File: src/rtl/deser_pkg.sv
// deser_pkg
//   Shared types and sizing helpers for the deser_frame_sync deframer.
//   - deser_state_e           : framing state (HUNT / PAYLOAD / CHECK)
//   - DESER_SYNC_WORD_DEFAULT : default sync pattern (low SYNC_W bits are used)
//   - deser_shreg_w()         : shift-register width, max(WORD_W, SYNC_W)
//   - deser_bit_cnt_w()       : bit counter width, clog2(max(WORD_W, SYNC_W)+1)
//   - deser_miss_cnt_w()      : miss counter width, clog2(MISS_MAX+1)
package deser_pkg;

  typedef enum logic [1:0] {
    HUNT    = 2'd0,
    PAYLOAD = 2'd1,
    CHECK   = 2'd2
  } deser_state_e;

  localparam logic [31:0] DESER_SYNC_WORD_DEFAULT = 32'h0000_00A5;

  function automatic int deser_max(input int a, input int b);
    return (a > b) ? a : b;
  endfunction

  function automatic int deser_shreg_w(input int word_w, input int sync_w);
    return deser_max(word_w, sync_w);
  endfunction

  function automatic int deser_bit_cnt_w(input int word_w, input int sync_w);
    return $clog2(deser_max(word_w, sync_w) + 1);
  endfunction

  function automatic int deser_miss_cnt_w(input int miss_max);
    return $clog2(miss_max + 1);
  endfunction

endpackage

File: src/rtl/deser_bit_strobe.sv
// deser_bit_strobe
//   Free-running sample counter (0 .. SAMPLE-1) and bit decision strobe.
//   Optional feature macro: DESER_MAJORITY_EN
//     undefined : bit_o = ser_i, bit_stb_o at sample_cnt == SAMPLE_PHASE
//     defined   : bit_o = majority of ser_i at SAMPLE_PHASE-1/SAMPLE_PHASE/
//                 SAMPLE_PHASE+1, bit_stb_o at sample_cnt == SAMPLE_PHASE+1
// Ports
//   clk       in   sample clock
//   rst_n     in   asynchronous active-low reset
//   ser_i     in   serial decision stream
//   bit_stb_o out  one-cycle strobe, bit_o is valid while high
//   bit_o     out  decided bit
module deser_bit_strobe #(
  parameter int SAMPLE       = 100,
  parameter int SAMPLE_PHASE = 97
) (
  input  logic clk,
  input  logic rst_n,
  input  logic ser_i,
  output logic bit_stb_o,
  output logic bit_o
);

  localparam int CW = $clog2(SAMPLE);
  localparam logic [CW-1:0] CNT_LAST = CW'(SAMPLE - 1);

  logic [CW-1:0] sample_cnt_q;

  always_ff @(posedge clk or negedge rst_n) begin
    if (!rst_n) begin
      sample_cnt_q <= '0;
    end else if (sample_cnt_q == CNT_LAST) begin
      sample_cnt_q <= '0;
    end else begin
      sample_cnt_q <= sample_cnt_q + 1'b1;
    end
  end

`ifdef DESER_MAJORITY_EN
  localparam logic [CW-1:0] EARLY_AT = CW'(SAMPLE_PHASE - 1);
  localparam logic [CW-1:0] MID_AT   = CW'(SAMPLE_PHASE);
  localparam logic [CW-1:0] STB_AT   = CW'(SAMPLE_PHASE + 1);

  logic early_q;
  logic mid_q;

  // The late sample is taken live on the strobe cycle, so only two taps
  // need storage.
  always_ff @(posedge clk or negedge rst_n) begin
    if (!rst_n) begin
      early_q <= 1'b0;
      mid_q   <= 1'b0;
    end else begin
      if (sample_cnt_q == EARLY_AT) early_q <= ser_i;
      if (sample_cnt_q == MID_AT)   mid_q   <= ser_i;
    end
  end

  assign bit_o     = (early_q & mid_q) | (early_q & ser_i) | (mid_q & ser_i);
  assign bit_stb_o = (sample_cnt_q == STB_AT);
`else
  localparam logic [CW-1:0] STB_AT = CW'(SAMPLE_PHASE);

  assign bit_o     = ser_i;
  assign bit_stb_o = (sample_cnt_q == STB_AT);
`endif

endmodule

File: src/rtl/deser_frame_sync.sv
// deser_frame_sync
//   Serial-to-parallel deframer: decides bits from an oversampled stream,
//   hunts for SYNC_WORD, then emits each WORD_W-bit payload with a one-cycle
//   valid strobe while checking the sync word between payloads. Lock is held
//   through up to MISS_MAX-1 consecutive sync misses (flywheel).
//   Optional feature macro: DESER_MAJORITY_EN (3-sample majority decision,
//   see deser_bit_strobe; all latencies move one sample later).
// Ports
//   clk          in   sample clock, one sample per cycle
//   rst_n        in   asynchronous active-low reset
//   ser_i        in   demodulated serial decision stream
//   para_o       out  last complete payload word, MSB = first received bit
//   para_valid_o out  one-cycle pulse when para_o updates
//   locked_o     out  high while frame-aligned
//   sync_err_o   out  one-cycle pulse on each sync mismatch while locked
//
// state   | meaning
// --------+-----------------------------------------------------------
// HUNT    | not aligned; test every bit for the sync word
// PAYLOAD | aligned; collecting WORD_W payload bits
// CHECK   | aligned; collecting SYNC_W bits, then verify the sync word
module deser_frame_sync
  import deser_pkg::*;
#(
  parameter int                SAMPLE       = 100,
  parameter int                SAMPLE_PHASE = 97,
  parameter int                WORD_W       = 40,
  parameter int                SYNC_W       = 8,
  parameter logic [SYNC_W-1:0] SYNC_WORD    = DESER_SYNC_WORD_DEFAULT[SYNC_W-1:0],
  parameter int                MISS_MAX     = 3
) (
  input  logic              clk,
  input  logic              rst_n,
  input  logic              ser_i,
  output logic [WORD_W-1:0] para_o,
  output logic              para_valid_o,
  output logic              locked_o,
  output logic              sync_err_o
);

  localparam int SR_W = deser_shreg_w(WORD_W, SYNC_W);
  localparam int BCW  = deser_bit_cnt_w(WORD_W, SYNC_W);
  localparam int MCW  = deser_miss_cnt_w(MISS_MAX);

  localparam logic [BCW-1:0] WORD_LAST = BCW'(WORD_W - 1);
  localparam logic [BCW-1:0] SYNC_LAST = BCW'(SYNC_W - 1);
  localparam logic [MCW-1:0] MISS_LAST = MCW'(MISS_MAX - 1);

  logic bit_stb;
  logic bit_val;

  deser_bit_strobe #(
    .SAMPLE       (SAMPLE),
    .SAMPLE_PHASE (SAMPLE_PHASE)
  ) u_bit_strobe (
    .clk       (clk),
    .rst_n     (rst_n),
    .ser_i     (ser_i),
    .bit_stb_o (bit_stb),
    .bit_o     (bit_val)
  );

  deser_state_e      state_q;
  logic [SR_W-1:0]   shreg_q;
  logic [SR_W-1:0]   shreg_d;
  logic [BCW-1:0]    bit_cnt_q;
  logic [MCW-1:0]    miss_cnt_q;
  logic [WORD_W-1:0] para_q;
  logic              para_valid_q;
  logic              locked_q;
  logic              sync_err_q;
  logic              sync_hit;

  // Compare against the register contents including the bit arriving on
  // this strobe, so decisions land on the same edge that captures the bit.
  assign shreg_d  = {shreg_q[SR_W-2:0], bit_val};
  assign sync_hit = (shreg_d[SYNC_W-1:0] == SYNC_WORD);

  // The oldest bit is shifted out and never inspected.
  logic unused_shreg_msb;
  assign unused_shreg_msb = shreg_q[SR_W-1];

  always_ff @(posedge clk or negedge rst_n) begin
    if (!rst_n) begin
      state_q      <= HUNT;
      shreg_q      <= '0;
      bit_cnt_q    <= '0;
      miss_cnt_q   <= '0;
      para_q       <= '0;
      para_valid_q <= 1'b0;
      locked_q     <= 1'b0;
      sync_err_q   <= 1'b0;
    end else begin
      para_valid_q <= 1'b0;
      sync_err_q   <= 1'b0;
      if (bit_stb) begin
        shreg_q <= shreg_d;
        case (state_q)
          HUNT: begin
            if (sync_hit) begin
              state_q    <= PAYLOAD;
              bit_cnt_q  <= '0;
              miss_cnt_q <= '0;
              locked_q   <= 1'b1;
            end
          end
          PAYLOAD: begin
            if (bit_cnt_q == WORD_LAST) begin
              state_q      <= CHECK;
              bit_cnt_q    <= '0;
              para_q       <= shreg_d[WORD_W-1:0];
              para_valid_q <= 1'b1;
            end else begin
              bit_cnt_q <= bit_cnt_q + 1'b1;
            end
          end
          CHECK: begin
            if (bit_cnt_q == SYNC_LAST) begin
              bit_cnt_q <= '0;
              if (sync_hit) begin
                miss_cnt_q <= '0;
                state_q    <= PAYLOAD;
              end else begin
                sync_err_q <= 1'b1;
                if (miss_cnt_q == MISS_LAST) begin
                  miss_cnt_q <= '0;
                  state_q    <= HUNT;
                  locked_q   <= 1'b0;
                end else begin
                  // Flywheel: keep the frame timing through a bad sync.
                  miss_cnt_q <= miss_cnt_q + 1'b1;
                  state_q    <= PAYLOAD;
                end
              end
            end else begin
              bit_cnt_q <= bit_cnt_q + 1'b1;
            end
          end
          default: begin
            state_q  <= HUNT;
            locked_q <= 1'b0;
          end
        endcase
      end
    end
  end

  assign para_o       = para_q;
  assign para_valid_o = para_valid_q;
  assign locked_o     = locked_q;
  assign sync_err_o   = sync_err_q;

endmodule

File: config.mk
export PLATFORM = sky130hd
export DESIGN_NAME = deser_frame_sync
export DESIGN_NICKNAME = d
export VERILOG_FILES = /design/src/rtl/deser_pkg.sv /design/src/rtl/deser_bit_strobe.sv /design/src/rtl/deser_frame_sync.sv
export SDC_FILE = /design/constraint.sdc
export NUM_CORES = 1
export LEC_CHECK = 0
export CAP_MARGIN = 20
export CORE_MARGIN = 4
export CORE_UTILIZATION = 56
export CTS_CLUSTER_DIAMETER = 50
export CTS_CLUSTER_SIZE = 30
export DETAILED_ROUTE_END_ITERATION = 7
export GPL_ROUTABILITY_DRIVEN = 0
export PLACE_DENSITY_LB_ADDON = 0.1
export SETUP_SLACK_MARGIN = 0.05
export SLEW_MARGIN = 20
export SYNTH_ARGS = -nofsm -noshare
export SYNTH_HDL_FRONTEND = slang
export SYNTH_SLANG_ARGS = --single-unit
File: constraint.sdc
create_clock -name clk -period 2.17 [get_ports clk]
set_clock_uncertainty 0.05 [all_clocks]
set_input_delay 0.5425 -clock clk [delete_from_list [all_inputs] [get_ports clk]]
set_output_delay 0.5425 -clock clk [all_outputs]
set_load 0.02 [all_outputs]
# Word-level counts from Yosys, hierarchy flattened
# Index checks and enable logic that the tools add are counted.
# Widths: inputs -> output; s select.
# op_classes
add_sub_neg	3
muxes	28
n_eq_ne	13
n_bitwise	1
reduce_logical	8
# ops
operator	n
$mux 6	3
$pmux 6 s3	1
$eq 7x7->1 const B	2
$mux 2	7
$mux 1	13
$ne 2x2->1 const B	5
$eq 8x8->1 const B	1
$reduce_and 4->1	2
$add 7x1->7 const B	1
$mux 7	1
$add 6x1->6 const B	1
$eq 6x3->1 const B	1
$eq 6x6->1 const B	1
$pmux 2 s3	1
$reduce_and 3->1	2
$reduce_and 6->1	1
$eq 2x2->1 const B	2
$pmux 2 s2	1
$pmux 1 s3	1
$reduce_bool 3->1	1
$add 2x1->2 const B	1
$eq 2x1->1 const B	1
$logic_not 2->1	1
$reduce_bool 2->1	1
$not 1->1	1
# totals
word_cells	62
regBits	99
inputBits	3
output_inout_bits	43

# Depth between registers and ports, before layout
# depth
word_depth	5
ltp_mapped	8
depth_no_buf	6

# Modules after synthesis
# A second synthesis with hierarchy kept.
# hier_totals
hier_cells	350
hier_area_um2	4149.0
# modules_own_cells
module	seq_area_each_um2	n_inst	area_each_um2	cells_per_inst
deser_frame_sync	2302.2	1	3798.6	318
deser_bit_strobe	175.2	1	350.3	32

# Worst setup path before layout
# OpenSTA, ideal clock, no wires.
# synth_timing
path_kind	input to register
start	input ser_i
end	register locked_q, in the netlist locked_o
slack_ps	308
setup_time_ps	127
path_buffers	0
stages	4
t_required_ps	1993
t_arrival_ps	1685
path_cell_list	and4bb_2 > a21boi_1 > a2111oi_0 > mux2_1
# synth_between
elab_chain_len	3
elab_cells_between_ends	4
cone_classes	3 x eq/ne; 1 x reduce/logical
# synth_lines
element	line	source
start: declaration	deser_frame_sync.sv:34	input logic ser_i,
$eq 8x8->1 *	deser_frame_sync.sv:77	assign sync_hit = (shreg_d[SYNC_W-1:0] == SYNC_WORD);
$ne 2x2->1 (no source line)	-	
$reduce_and 6->1 (no source line) *	-	
end signal: assignment	deser_frame_sync.sv:91	locked_q <= 1'b0;
end signal: assignment	deser_frame_sync.sv:104	locked_q <= 1'b1;
end signal: assignment	deser_frame_sync.sv:128	locked_q <= 1'b0;
end: declaration	deser_frame_sync.sv:70	logic locked_q;
# Mark *: on every way between the ends. The rest lies on a longest branch, timed or not.
# A chain may end at the register's enable or synchronous reset.

# Final worst setup path
# Ends and elaborated chain as after synthesis.

==> impl_results.md <==
- Initial antenna violation count: 0
- Die width: 94.1 µm
- Max Cap Viol: 0
- DRC Markers: 0
- Syn_area_per_cell: 11.5 µm²
- CTS Buf Count: 9
- Critical path arrival: 2320 ps
- CP Data Required Time: roughly 2400 ps
- I/O pin count: 46
- Finished Cell Area: around 5000 µm²
- Post-synth ARST share: 1.00
- Outcome: finished, final reports clean
- Most used flip-flop cell after synthesis: dfrtp_1
- Clock Latency Late Sink: about 350 ps
- Yosys reg bits: 99
- Tmin final: about 2100 ps
- Post-CTS Setup Repair Bufs: 0
- Pwr/cell area: 608 nW/µm²
- GRT Total Usage: 0.185
- Worst-path fanout max: 4
- Worst slew pin tran: 498 ps
- Final setup violation count: 0
- Post-synthesis net count: approximately 370
- CTS max path bufs: 2
- Initial Utilization: 0.575
- Final hold violation count: 0
- Sequential element share of the synthesized area: 0.597
- Synth Area in XOR/XNOR: 0.00845
- Diode count: 0
- Reg2reg start: bit_cnt_q[0]$_DFFE_PN0P_
- Synth unique cells: 42
- Nets: 430
- Worst R2R Setup Slack: 80 ps
- Wire per inst: around 14 µm
- Post-DRT Antenna Nets: 0
- Area contributors post-synth: dfrtp_1 60%, mux2_2 12%, nand2_1 11%
- Adder and majority gate portion of the synthesized area: 0.0211
- First-pass GRT wire length: between 10,000 and 15,000 µm
- Row cnt: 31
- Initial DRC count: 93
- 1st-pass router iterations: 4
- Synth Instances: between 300 and 400
- Max VDD drop: 0.000348 V
- CTS tree: yes
- Leakage: 2.44 nW
- DR vias/cell: 5.25
- Post-DP HPWL: 5040 µm
- TritonCTS Sinks: 99
- Yosys top cell area share: 0.597
- Overall routed net length: 7510 µm
- Max-slew violations: 0
- Ys Warns: 0
- Worst Setup SP: ser_i
- Post-Route Utilization: 0.693
- Compound-Gate Fraction of Synth Area: 0.0450
- EDFF count, synth: 0
- Die Area: 8850 µm²
- Largest family of logic cells by synthesized area: simple AND/OR/NAND/NOR gates
- Fraction of synthesized area in multiplexers: 0.127
- Worst-path clk slew: 80 ps
- Crit end category: flop
- Place WS: -247 ps
- Vias: 2,743
- Largest net degree at the start of global routing: 47
- I/O Buffers: 45
- Hold Crit Class: in2async
- Setup Crit Path Kind: in2reg
- Unrepaired setup endpoints after global routing: yes
- Core Region: between 7000 and 8000 µm²
- Synthesized cell area: around 4100 µm²
- FF-to-FF End: locked_o$_DFFE_PN0P_
- Cell Area, Placed: 4810 µm²
- Vias in the first global route: around 2.7k
- P&R area growth vs syn: 20.5%
- Final worst-path cycle share: 0.983
- Post-synth top area cell: dfrtp_1
- Clock Tree Root: clkbuf_8
- FF-to-FF path depth: 5
- Final WS setup: 35.9 ps
- Share of post-route cells with drive strength above 1: 0.201
- Die Height: 94.1 µm
- Grt ovf: 0
- Max Clock Freq: 469 MHz
- CTS H-tree depth: 3
- Post-synthesis simple-gate area fraction: 0.178
- Relative slew slack: 0.667
- Critical Path End: locked_o$_DFFE_PN0P_
- Startpoint types: input port
## metal layers
layer  GRT usage  vias up  wire [µm]
met2       0.280       50       3580
met3      0.0497       12        310
met4      0.0698        0        122
met1       0.255     1354       3500
met5           0        -          0
li1            -     1327          -
## state kept, by name, summed over array words and instances, names as in the netlist
register / flops
shreg_q: 39
miss_cnt_q: 2
state_q: 2
bit_cnt_q: 6
para_o: 40
u_bit_strobe.sample_cnt_q: 7
para_valid_o: 1
sync_err_o: 1
locked_o: 1
## kinds of logic after synthesis
| logic type | Yosys count |
|---|---|
| fa+ha+maj | 7 |
| flops | 99 |
| buf+inv | 20 |
| mux | 47 |
| simple gates | 157 |
| compound gates | 28 |
| xor+xnor | 4 |
## Yosys cell counts (2+ instances only)
cell       instances
a2111oi_0          2
a31oi_1            7
and3_1             3
and4bb_2           3
buf_2              5
buf_4              4
clkbuf_1           5
dfrtp_1           99
ha_1               7
inv_1              6
mux2_2            44
mux2i_1            2
nand2_1          120
nand3_1            6
nor2_1             5
nor2b_1            2
nor3_1             3
o211ai_1           2
o21ai_0            7
o2bb2ai_1          2
o31ai_1            4
or4bb_1            2
xnor2_1            2
xor2_1             2
## cell type report
cell class / instances / area, µm²
flip-flops and latches: 99 / 2480
clock buffers: 10 / 138
multi-input cells: 243 / 1580
inverters: 6 / 22.5
clock inverters: 4 / 51.3
repair buffers: 61 / 606
well taps: 99 / 124
fillers: 559 / 2220
## worst min-delay path by stage
stage | cells past startpoint | endpoint | from | slack [ps]
2_1_floorplan | 0 | bit_cnt_q[0]$_DFFE_PN0P_ | rst_n | 200
3_5_place_dp | 2 | shreg_q[38]$_DFFE_PN0N_ | shreg_q[38]$_DFFE_PN0N_ | 430
3_3_place_gp | 2 | shreg_q[38]$_DFFE_PN0N_ | shreg_q[38]$_DFFE_PN0N_ | 410
4_1_cts | 1 | para_o[25]$_DFFE_PN0P_ | rst_n | 60
6_report | 1 | para_o[0]$_DFFE_PN0P_ | rst_n | 70
5_1_grt | 1 | para_o[3]$_DFFE_PN0P_ | rst_n | 80
## worst max-delay path: stages
cell and delay (ps):
clkdlybuf4s50_1 530, and4bb_2 260, a21boi_1 100, a2111oi_1 520
mux2_1 370
## where the power goes
group	internal [mW]	total (mW)	switching [mW]	leakage (nW)
Sequential	1.84	1.84	0	1.34
Clock	0.554	1.15	0.596	0.0946
Combinational	0.00906	0.0455	0.0364	1.00
Total	2.41	3.04	0.632	2.44
## through the flow
step           cells  power [mW]  hold slack [ps]  setup TNS, ps
3_3_place_gp     508        1.93              407           -944
3_5_place_dp     508        1.93              425          -1580
4_1_cts          522        3.09             62.8              0
6_report         522        3.04             73.2              0
2_1_floorplan    362        1.88              197              0
5_1_grt          522        3.15             78.6          -47.5
## cells in the final DEF (no fill, tap or decap), drive strengths merged, types with 5 or more instances in the layout
| cell | instances |
|---|---|
| a31oi | 7 |
| buf | 17 |
| clkbuf | 10 |
| clkdlybuf4s50 | 44 |
| dfrtp | 99 |
| ha | 7 |
| inv | 7 |
| mux2 | 45 |
| nand2 | 120 |
| nand3 | 7 |
| nor2 | 6 |
| nor3 | 5 |
| o21ai | 7 |
## repair_timing
item,CTS,global route
hold buffers,0,0
endpoints found under the hold margin,0,0
resized for setup,0,2
endpoints found under the setup margin,0,3
No activity file was read; power rests on OpenSTA's default activity.
